--- config.mk ---
export PLATFORM = sky130hd
export DESIGN_NAME = program_loader
export DESIGN_NICKNAME = d
export VERILOG_FILES = /design/src/rtl/program_loader_pkg.sv /design/src/rtl/program_loader_word_assembler.sv /design/src/rtl/program_loader.sv
export SDC_FILE = /design/constraint.sdc
export NUM_CORES = 1
export LEC_CHECK = 0
export CORE_MARGIN = 1.5
export CORE_UTILIZATION = 41
export CTS_BUF_LIST = sky130_fd_sc_hd__clkbuf_8
export DETAILED_ROUTE_END_ITERATION = 16
export PLACE_DENSITY = 0.64
export SETUP_SLACK_MARGIN = 0.02
export SYNTH_ARGS = -nofsm -noshare
export SYNTH_HDL_FRONTEND = slang
export SYNTH_SLANG_ARGS = --single-unit
--- constraint.sdc ---
create_clock -name clk -period 3.8 [get_ports clk]
set_input_delay 0.57 -clock clk [delete_from_list [all_inputs] [get_ports clk]]
set_output_delay 0.57 -clock clk [all_outputs]
set_load 0.005 [all_outputs]
--- src/rtl/program_loader_pkg.sv ---
// Shared constants for the UART program loader: FSM state encodings and handshake bytes.
package program_loader_pkg;

  localparam int unsigned STATE_W = 3;
  localparam int unsigned WORD_W  = 32;
  localparam int unsigned BYTE_W  = 8;

  localparam logic [STATE_W-1:0] ST_SEND_REQ  = 3'd0;
  localparam logic [STATE_W-1:0] ST_RECV_SIZE = 3'd1;
  localparam logic [STATE_W-1:0] ST_RECV_PROG = 3'd2;
  localparam logic [STATE_W-1:0] ST_SEND_ACK  = 3'd3;
  localparam logic [STATE_W-1:0] ST_DONE      = 3'd4;

  localparam logic [BYTE_W-1:0] LOADER_REQ = 8'h99;
  localparam logic [BYTE_W-1:0] LOADER_ACK = 8'hAA;

endpackage

--- src/rtl/program_loader_word_assembler.sv ---
// Packs a little-endian byte stream into 32-bit words; a last_byte flush emits a
// partial word whose unfilled upper lanes read as zero.
module loader_word_assembler
  import program_loader_pkg::*;
(
  input  logic              clk,
  input  logic              reset_n,
  input  logic              byte_valid,
  input  logic [BYTE_W-1:0] byte_data,
  input  logic              last_byte,
  output logic [WORD_W-1:0] word_c,
  output logic              word_done_c
);

  logic [WORD_W-1:0] lanes_q;
  logic [1:0]        lane_q;

  // Unfilled lanes stay zero, so a flush needs no extra masking.
  always_comb begin
    word_c      = lanes_q | (WORD_W'(byte_data) << {lane_q, 3'b000});
    word_done_c = byte_valid && ((lane_q == 2'd3) || last_byte);
  end

  always_ff @(posedge clk) begin
    if (!reset_n) begin
      lanes_q <= '0;
      lane_q  <= '0;
    end else if (word_done_c) begin
      lanes_q <= '0;
      lane_q  <= '0;
    end else if (byte_valid) begin
      lanes_q <= word_c;
      lane_q  <= lane_q + 2'd1;
    end
  end

endmodule

--- src/rtl/program_loader.sv ---
// UART boot loader: requests a program with 0x99, receives a little-endian size and
// payload, writes it word by word into instruction memory, then acknowledges with 0xAA.
module program_loader
  import program_loader_pkg::*;
#(
  parameter int unsigned IMEM_ADDR_WIDTH = 14
) (
  input  logic                       clk,
  input  logic                       reset_n,
  input  logic [BYTE_W-1:0]          rx_rdata,
  input  logic                       rx_rdata_ready,
  input  logic                       rx_ferr,
  output logic [BYTE_W-1:0]          tx_sdata,
  output logic                       tx_start,
  input  logic                       tx_busy,
  output logic                       imem_we,
  output logic [IMEM_ADDR_WIDTH-1:0] imem_addr,
  output logic [WORD_W-1:0]          imem_wdata,
  output logic                       load_done,
  output logic                       load_error
);

  logic [STATE_W-1:0]         state_q, state_d;
  logic [WORD_W-1:0]          size_q, size_d;
  logic [WORD_W-1:0]          byte_cnt_q, byte_cnt_d, byte_cnt_inc;
  logic [IMEM_ADDR_WIDTH-1:0] wr_idx_q, wr_idx_d;
  logic                       addr_full_q, addr_full_d;
  logic                       guard_q, guard_d;

  logic [BYTE_W-1:0]          tx_sdata_d;
  logic                       tx_start_d, imem_we_d, load_done_d, load_error_d;
  logic [IMEM_ADDR_WIDTH-1:0] imem_addr_d;
  logic [WORD_W-1:0]          imem_wdata_d;

  logic              in_recv, byte_ok, last_byte, tx_ready;
  logic [WORD_W-1:0] word_c;
  logic              word_done_c;

  assign in_recv      = (state_q == ST_RECV_SIZE) || (state_q == ST_RECV_PROG);
  assign byte_ok      = rx_rdata_ready && !rx_ferr && in_recv;
  assign byte_cnt_inc = byte_cnt_q + 32'd1;
  assign last_byte    = (state_q == ST_RECV_PROG) && (byte_cnt_inc == size_q);
  // tx_busy is not trusted until the transmitter has had a cycle to raise it.
  assign tx_ready     = !tx_busy && !tx_start && !guard_q;

  loader_word_assembler u_asm (
    .clk         (clk),
    .reset_n     (reset_n),
    .byte_valid  (byte_ok),
    .byte_data   (rx_rdata),
    .last_byte   (last_byte),
    .word_c      (word_c),
    .word_done_c (word_done_c)
  );

  always_comb begin
    state_d      = state_q;
    size_d       = size_q;
    byte_cnt_d   = byte_cnt_q;
    wr_idx_d     = wr_idx_q;
    addr_full_d  = addr_full_q;
    guard_d      = tx_start;
    tx_sdata_d   = tx_sdata;
    tx_start_d   = 1'b0;
    imem_we_d    = 1'b0;
    imem_addr_d  = imem_addr;
    imem_wdata_d = imem_wdata;
    load_done_d  = load_done;
    load_error_d = load_error;

    if (rx_rdata_ready && rx_ferr && in_recv) load_error_d = 1'b1;

    case (state_q)
      ST_SEND_REQ: begin
        if (tx_ready) begin
          tx_sdata_d = LOADER_REQ;
          tx_start_d = 1'b1;
          state_d    = ST_RECV_SIZE;
        end
      end
      ST_RECV_SIZE: begin
        if (word_done_c) begin
          size_d     = word_c;
          byte_cnt_d = '0;
          state_d    = (word_c == '0) ? ST_SEND_ACK : ST_RECV_PROG;
        end
      end
      ST_RECV_PROG: begin
        if (byte_ok) begin
          byte_cnt_d = byte_cnt_inc;
          // Words past the top of memory are dropped rather than wrapped.
          if (word_done_c) begin
            if (addr_full_q) begin
              load_error_d = 1'b1;
            end else begin
              imem_we_d    = 1'b1;
              imem_addr_d  = wr_idx_q;
              imem_wdata_d = word_c;
              if (wr_idx_q == {IMEM_ADDR_WIDTH{1'b1}}) addr_full_d = 1'b1;
              else wr_idx_d = wr_idx_q + IMEM_ADDR_WIDTH'(1);
            end
          end
          if (last_byte) state_d = ST_SEND_ACK;
        end
      end
      ST_SEND_ACK: begin
        if (tx_ready) begin
          tx_sdata_d  = LOADER_ACK;
          tx_start_d  = 1'b1;
          load_done_d = 1'b1;
          state_d     = ST_DONE;
        end
      end
      ST_DONE: ;
      default: state_d = ST_SEND_REQ;
    endcase
  end

  always_ff @(posedge clk) begin
    if (!reset_n) begin
      state_q     <= ST_SEND_REQ;
      size_q      <= '0;
      byte_cnt_q  <= '0;
      wr_idx_q    <= '0;
      addr_full_q <= 1'b0;
      guard_q     <= 1'b0;
      tx_sdata    <= '0;
      tx_start    <= 1'b0;
      imem_we     <= 1'b0;
      imem_addr   <= '0;
      imem_wdata  <= '0;
      load_done   <= 1'b0;
      load_error  <= 1'b0;
    end else begin
      state_q     <= state_d;
      size_q      <= size_d;
      byte_cnt_q  <= byte_cnt_d;
      wr_idx_q    <= wr_idx_d;
      addr_full_q <= addr_full_d;
      guard_q     <= guard_d;
      tx_sdata    <= tx_sdata_d;
      tx_start    <= tx_start_d;
      imem_we     <= imem_we_d;
      imem_addr   <= imem_addr_d;
      imem_wdata  <= imem_wdata_d;
      load_done   <= load_done_d;
      load_error  <= load_error_d;
    end
  end

endmodule

==> metrics.md, run 1 <==
| Metric | Value |
|---|---|
| R2R cell count | `12` |
| Data arrival, critical path | `3.90 ns` |
| Htree depth | `4` |
| Largest net degree at the start of global routing | `60` |
| Final Skew | `0.01781 ns` |
| First-pass GRT wire length | `37010 µm` |
| # setup viols final | `0` |
| Clock tree from TritonCTS | `built` |
| Share of layout cells above drive strength 1 | `8.746%` |
| Switching share of total power | `25.82%` |
| DP Wirelength | `16200 µm` |
| Vias in the first global route | `6759` |
| Leakage power total | `3.955 nW` |
| Combinational power share | `4.7%` |
| Root buffer cell | `clkbuf_8` |
| Final Util | `48.72%` |
| Final wirelength | `23110 µm` |
| Slew Limit Fails | `0` |
| Status | `completed` |
| Die Wd | `147 µm` |
| Max Cap Violations | `0` |
| Most frequent cells in the layout | `nand2_1, dfxtp_1, a21oi_1` |
| Sequential share of power | `54.0%` |
| Clock Tree Buf Depth | `2` |
| Post-synth EDFFs | `0` |
| Clock power frac | `41.3%` |
| WS Path Type | `reg -> reg` |
| Ys async rst share | `0%` |
| Hold slack | `0.4649 ns` |
| Drt first pass iters | `5` |
| Post-DRT Antenna Nets | `0` |
| CTS Hold Bufs | `0` |
| Endpoints failing hold | `0` |
| # nets final | `1135` |
| Area Growth Syn to Fin | `16.34%` |
| Main synth FF type | `dfxtp_1` |
| Worst EP required | `4.19 ns` |
| Worst Hold Class | `reg -> reg` |
| Setup_tns | `0 ns` |
| CTS clk-pin slew, worst paths | `0.10 ns` |
| Num CTS Buffers | `17` |
| Crit. End Element | `register` |
| Worst vdd ir | `0.0002026 V` |
| DRT iter0 DRCs | `611` |
| Power Density | `337.8 nW/µm²` |
| GRT Total Usage | `21.40%` |
| Hold Path Sink | `imem_wdata[4]$_SDFFE_PN0P_` |
| Area of the mapped netlist | `8502 µm²` |
| Post-synth cell types | `62` |
| Crit path max fanout | `39` |
| Worst slew pin tran | `1.089 ns` |
| Area of the die | `21610 µm²` |
| Height of the die | `147 µm` |
| Routed wire per std cell | `16.48 µm` |
| Sequential share of the synthesized area | `40.03%` |
| Synth Register Bits | `170` |
| Grt ovf | `0` |
| Int Pwr | `2.478 mW` |
| Fin crit period | `3.510 ns` |
| Syn Area/Cell | `7.843 µm²` |
| Reg-to-Reg End | `imem_wdata[22]$_SDFFE_PN0P_` |
| Design Power | `3.341 mW` |
| Synth Warn # | `0` |
| Final period util | `92.36%` |
| Placer congestion estimate | `0.9353` |
| Core Rows | `52` |
| Vias post-DR | `7710` |
| Cells on Worst Hold Path | `2` |
| PortBufs | `68` |
| Core area | `20300 µm²` |
| Sw Pwr | `862.6 µW` |
| Reg2reg setup slack | `0.29 ns` |
| Hold path startpoint | `imem_wdata[4]$_SDFFE_PN0P_` |
| DR vias/cell | `5.499` |
| Critical path launch point type | `register` |
| Worst r2r src | `byte_cnt_q[1]$_SDFFE_PN0P_` |
| DRC | `0` |
| Cells after synthesis | `1084` |
| Initial Utilization | `41.88%` |
| FMAX | `284.9 MHz` |
| Number of antenna violations at the first check in global routing | `0` |
| # clock sinks | `170` |
| Latest clock arrival within the worst-skew pair | `0.48 ns` |
| IO Count | `71` |
| N_diodes | `0` |
| Slew HR | `26.47%` |
| RSZ-0062 raised after global routing | `false` |
## how the worst max path moves through the flow
stage                                              to  slack (ns)  cells after the start                  startpoint
final                     imem_wdata[22]$_SDFFE_PN0P_        0.29                     12  byte_cnt_q[1]$_SDFFE_PN0P_
after global routing      imem_wdata[22]$_SDFFE_PN0P_        0.03                     12  byte_cnt_q[1]$_SDFFE_PN0P_
after CTS                 imem_wdata[22]$_SDFFE_PN0P_        0.22                     12  byte_cnt_q[1]$_SDFFE_PN0P_
after detailed placement  imem_wdata[22]$_SDFFE_PN0P_        0.27                     12  byte_cnt_q[1]$_SDFFE_PN0P_
after global placement    imem_wdata[22]$_SDFFE_PN0P_        0.31                     12  byte_cnt_q[1]$_SDFFE_PN0P_
after floorplan             wr_idx_q[12]$_SDFFE_PN0P_        0.27                     14  byte_cnt_q[0]$_SDFFE_PN0P_
## layer usage
layer  vias up  wire length [µm]  GRT usage (%)
li1       3863                 -              -
met1      3630             11370          30.80
met2       193             10530          33.16
met3        24               901          3.478
met4         0               299          5.750
met5         -                 0              0
## critical path, stage by stage (launching register included)
cell and delay (ns):
dfxtp_2 0.37, ha_1 0.17, nand3_1 0.12, or4_1 0.53
buf_4 0.19, o41ai_1 0.35, nand4b_1 0.18, nor4_2 0.26
or4b_4 0.51, nand2b_1 0.17, nand2_2 0.11, buf_12 0.20
o31ai_1 0.24
## what timing repair did
action | CTS | global route
setup buffers | 0 | 2
endpoints found under the hold margin | 0 | 0
gates resized for setup | 0 | 11
setup endpoints to repair | 0 | 18
## power by group through the flow
stage	clock, mW	sequential [mW]	combinational (mW)
2_1_floorplan	0	1.84	0.104
3_3_place_gp	0	1.85	0.154
3_5_place_dp	0	1.85	0.154
4_1_cts	1.40	1.81	0.155
5_1_grt	1.47	1.81	0.170
6_report	1.38	1.81	0.156
## layout make-up
type                    count  area (µm²)
fillers                  2018       10410
inverters                   5       18.77
multi-input cells         816        4690
clock inverters            14       173.9
well taps                 270       337.8
repair buffers            109        1011
flip-flops and latches    170        3412
clock buffers              18       247.7
## metrics by stage
step	area, µm²	worst slack, ns	instances
after global placement	9423	0.3100	1368
after CTS	9844	0.2194	1400
final	9891	0.2905	1402
after detailed placement	9423	0.2739	1368
after global routing	9891	0.02770	1402
after floorplan	8506	0.2669	1085
## cell families (layout without fill, tap and decap cells)
| family | count (synthesis) | count (layout) | share of synthesized area, % |
|---|---|---|---|
| simple gates | 465 | 465 | 26.45 |
| compound gates | 243 | 243 | 16.38 |
| flops | 170 | 170 | 40.03 |
| buf+inv | 99 | 146 | 5.151 |
| mux | 61 | 61 | 7.182 |
| xor+xnor | 42 | 42 | 4.327 |
| fa+ha+maj | 3 | 3 | 0.4415 |
| other cells | 1 | 2 | 0.04411 |
## synth_stat cells, drive strengths merged (2+ instances only)
cell type | n | area (µm²)
a21o | 25 | 187.7
nor2 | 107 | 401.6
nand3 | 27 | 145.1
a311oi | 3 | 26.28
and3 | 21 | 131.4
ha | 3 | 37.54
xnor2 | 28 | 245.2
and2 | 9 | 56.31
nor4 | 23 | 171.4
a211oi | 4 | 30.03
xor2 | 14 | 122.6
a31oi | 8 | 50.05
dfxtp | 170 | 3403
and4 | 2 | 17.52
o21ai | 73 | 365.4
mux2i | 61 | 610.6
nand2b | 19 | 118.9
nor3b | 5 | 37.54
buf | 31 | 182.7
or2 | 2 | 12.51
or3 | 8 | 50.05
o2111ai | 2 | 17.52
nand4 | 24 | 156.4
or4 | 8 | 60.06
inv | 5 | 18.76
nor4b | 2 | 17.52
nand3b | 5 | 37.54
a31o | 2 | 17.52
nand2 | 164 | 618.1
o2111a | 2 | 22.52
o211ai | 2 | 15.01
a41oi | 2 | 17.52
nor3 | 29 | 145.1
a21oi | 108 | 540.5
clkbuf | 63 | 236.5
o21a | 2 | 15.01
nor2b | 7 | 43.79
## state kept, by name, indices dropped and copies added (netlist names)
| signal | cells |
|---|---|
| tx_start | 1 |
| u_asm.lane_q | 2 |
| state_q | 3 |
| addr_full_q | 1 |
| load_done | 1 |
| imem_we | 1 |
| load_error | 1 |
| imem_wdata | 32 |
| u_asm.lanes_q | 32 |
| wr_idx_q | 14 |
| size_q | 32 |
| tx_sdata | 3 |
| byte_cnt_q | 32 |
| guard_q | 1 |
| imem_addr | 14 |
(Power assumes the default switching activity.)
==> inputs of run 2 (changes only) <==
--- a/config.mk
+++ b/config.mk
@@ -6,10 +6,11 @@
 export NUM_CORES = 1
 export LEC_CHECK = 0
 export CORE_MARGIN = 1.5
-export CORE_UTILIZATION = 41
+export CORE_UTILIZATION = 54
 export CTS_BUF_LIST = sky130_fd_sc_hd__clkbuf_8
 export DETAILED_ROUTE_END_ITERATION = 16
-export PLACE_DENSITY = 0.64
+export GPL_ROUTABILITY_DRIVEN = 1
+export PLACE_DENSITY = 0.8
 export SETUP_SLACK_MARGIN = 0.02
 export SYNTH_ARGS = -nofsm -noshare
 export SYNTH_HDL_FRONTEND = slang
==> run 2 against run 1 <==
Maximum frequency fell by 1.9%. Sequential cell count is the same. Count of clock-buffer cells in the layout is 1 higher. Critical path depth is 1 lower. Worst setup slack lost 0.066 ns. Clock power is 3% lower. Via count grew 2.7%. Global-route usage up 6.7 points. Critical path type unchanged.
==> metrics.md, run 2 (synthesis gave the netlist of run 1 again) <==
| Metric | Value |
|---|---|
| Clock tree from TritonCTS | `built` |
| DRT iter0 DRCs | `941` |
| Latest clock arrival within the worst-skew pair | `0.48 ns` |
| Drt first pass iters | `6` |
| Routed wire per std cell | `16.89 µm` |
| Int Pwr | `2.432 mW` |
| Vias in the first global route | `7094` |
| CTS clk-pin slew, worst paths | `0.10 ns` |
| GRT Total Usage | `28.08%` |
| Share of layout cells above drive strength 1 | `7.200%` |
| Sequential share of power | `54.8%` |
| Vias post-DR | `7917` |
| RSZ-0062 raised after global routing | `false` |
| DR vias/cell | `5.926` |
| Worst Hold Class | `reg -> reg` |
| Crit path max fanout | `34` |
| Max Cap Violations | `0` |
| Final Util | `63.49%` |
| Core area | `15310 µm²` |
| Setup ws final | `0.2243 ns` |
| Sw Pwr | `861.9 µW` |
| Clock power frac | `40.5%` |
| Fin crit period | `3.576 ns` |
| Data arrival, critical path | `3.95 ns` |
| Worst vdd ir | `0.0002984 V` |
| Area Growth Syn to Fin | `14.36%` |
| Initial Utilization | `55.51%` |
| Core Rows | `45` |
| Num CTS Buffers | `17` |
| Reg2reg setup slack | `0.22 ns` |
| First-pass GRT wire length | `36800 µm` |
| Placer congestion estimate | `0.9358` |
| # clock sinks | `170` |
| Final wirelength | `22570 µm` |
| Post-Place Setup Slack | `0.2359 ns` |
| Final Skew | `0.01661 ns` |
| DP Wirelength | `15730 µm` |
| Status | `completed` |
| Commonest non-fill, non-tap cell in the layout | `dfxtp_1` |
| Height of the die | `128.5 µm` |
| WS Path Type | `reg -> reg` |
| Endpoints failing hold | `0` |
| Worst EP required | `4.17 ns` |
| Number of antenna violations at the first check in global routing | `0` |
| Die Wd | `128.5 µm` |
| FMAX | `279.7 MHz` |
| Clock Tree Buf Depth | `2` |
| Power Density | `338.7 nW/µm²` |
| Worst r2r src | `byte_cnt_q[3]$_SDFFE_PN0P_` |
| Setup_tns | `0 ns` |
| Post-DRT Antenna Nets | `0` |
| PortBufs | `68` |
| N_diodes | `0` |
| IO Count | `71` |
| DRC | `0` |
| Hold path startpoint | `imem_addr[8]$_SDFFE_PN0P_` |
| Root buffer cell | `clkbuf_8` |
| Slew Limit Fails | `0` |
| Htree depth | `4` |
| Reg-to-Reg End | `u_asm.lanes_q[6]$_SDFFE_PP0P_` |
| Most frequent cells in the layout | `dfxtp_1, nand2_1, a21oi_1` |
| Final period util | `94.10%` |
| Largest net degree at the start of global routing | `80` |
| Critical path launch point type | `register` |
| Switching share of total power | `26.17%` |
| Grt ovf | `0` |
| Worst slew pin tran | `1.157 ns` |
| Crit. End Element | `register` |
| Fill cells | `1376` |
| # nets final | `1128` |
| Hold Path Sink | `imem_addr[8]$_SDFFE_PN0P_` |
| Cells on Worst Hold Path | `2` |
| Leakage power total | `3.919 nW` |
| # setup viols final | `0` |
| Area of the die | `16510 µm²` |
| Slew HR | `21.83%` |
| Number of setup buffers added after CTS | `0` |
| R2R cell count | `11` |
| Combinational power share | `4.6%` |
run 2: layer usage:
metal	GRT usage (%)	up-vias	part of all wire, %
met1	39.45	3725	46
li1	-	3839	-
met3	5.073	51	5.9
met4	11.24	0	3.1
met5	0	-	0
met2	42.88	302	45
run 2: worst max-delay path by stage:
| stage | start | endpoint | cells past startpoint |
|---|---|---|---|
| after global routing | byte_cnt_q[3]$_SDFFE_PN0P_ | u_asm.lanes_q[17]$_SDFFE_PP0P_ | 11 |
| after floorplan | byte_cnt_q[0]$_SDFFE_PN0P_ | wr_idx_q[12]$_SDFFE_PN0P_ | 14 |
| after CTS | byte_cnt_q[0]$_SDFFE_PN0P_ | u_asm.lanes_q[6]$_SDFFE_PP0P_ | 11 |
| after detailed placement | byte_cnt_q[0]$_SDFFE_PN0P_ | u_asm.lanes_q[6]$_SDFFE_PP0P_ | 11 |
| final | byte_cnt_q[3]$_SDFFE_PN0P_ | u_asm.lanes_q[6]$_SDFFE_PP0P_ | 11 |
| after global placement | byte_cnt_q[0]$_SDFFE_PN0P_ | u_asm.lanes_q[2]$_SDFFE_PP0P_ | 11 |
run 2: final cells by class:
type / instances / area [µm²] / share of cell area, %
Clock buffer: 19 / 261.5 / 2.689
Clock inverter: 13 / 146.4 / 1.506
Inverter: 5 / 18.77 / 0.1930
Multi-Input combinational cell: 816 / 4671 / 48.04
Sequential cell: 170 / 3403 / 35.00
Tap cell: 211 / 264.0 / 2.715
Timing Repair Buffer: 102 / 958.4 / 9.857
run 2: power groups by stage:
stage / clock (mW) / sequential [mW] / combinational (mW)
final: 1.34 / 1.81 / 0.153
after global routing: 1.42 / 1.81 / 0.166
after CTS: 1.35 / 1.80 / 0.151
after detailed placement: 0 / 1.85 / 0.150
after global placement: 0 / 1.85 / 0.149
after floorplan: 0 / 1.84 / 0.104
run 2: worst max-delay path, stage by stage (launching register included):
cell	delay, ns
dfxtp_1	0.51
nand4_1	0.30
buf_4	0.24
nor4_2	0.50
nor2_1	0.10
nor4b_1	0.29
o2111ai_1	0.16
or4b_1	0.61
nor2_1	0.27
nand3b_1	0.20
buf_12	0.21
nor2_1	0.07
run 2: repair_timing:
action | 4_1_cts | 5_1_grt
setup endpoints to repair | 0 | 50
hold buffers | 0 | 0
resized for setup | 0 | 1
run 2: metrics by stage:
stage	power, mW	instances	cell area, µm²	hold slack (ns)
after CTS	3.302	1336	9719	0.4686
after floorplan	1.942	1085	8506	0.4375
after global routing	3.398	1336	9723	0.4846
after global placement	1.995	1304	9311	0.4477
after detailed placement	1.996	1304	9311	0.4518
final	3.294	1336	9723	0.4654
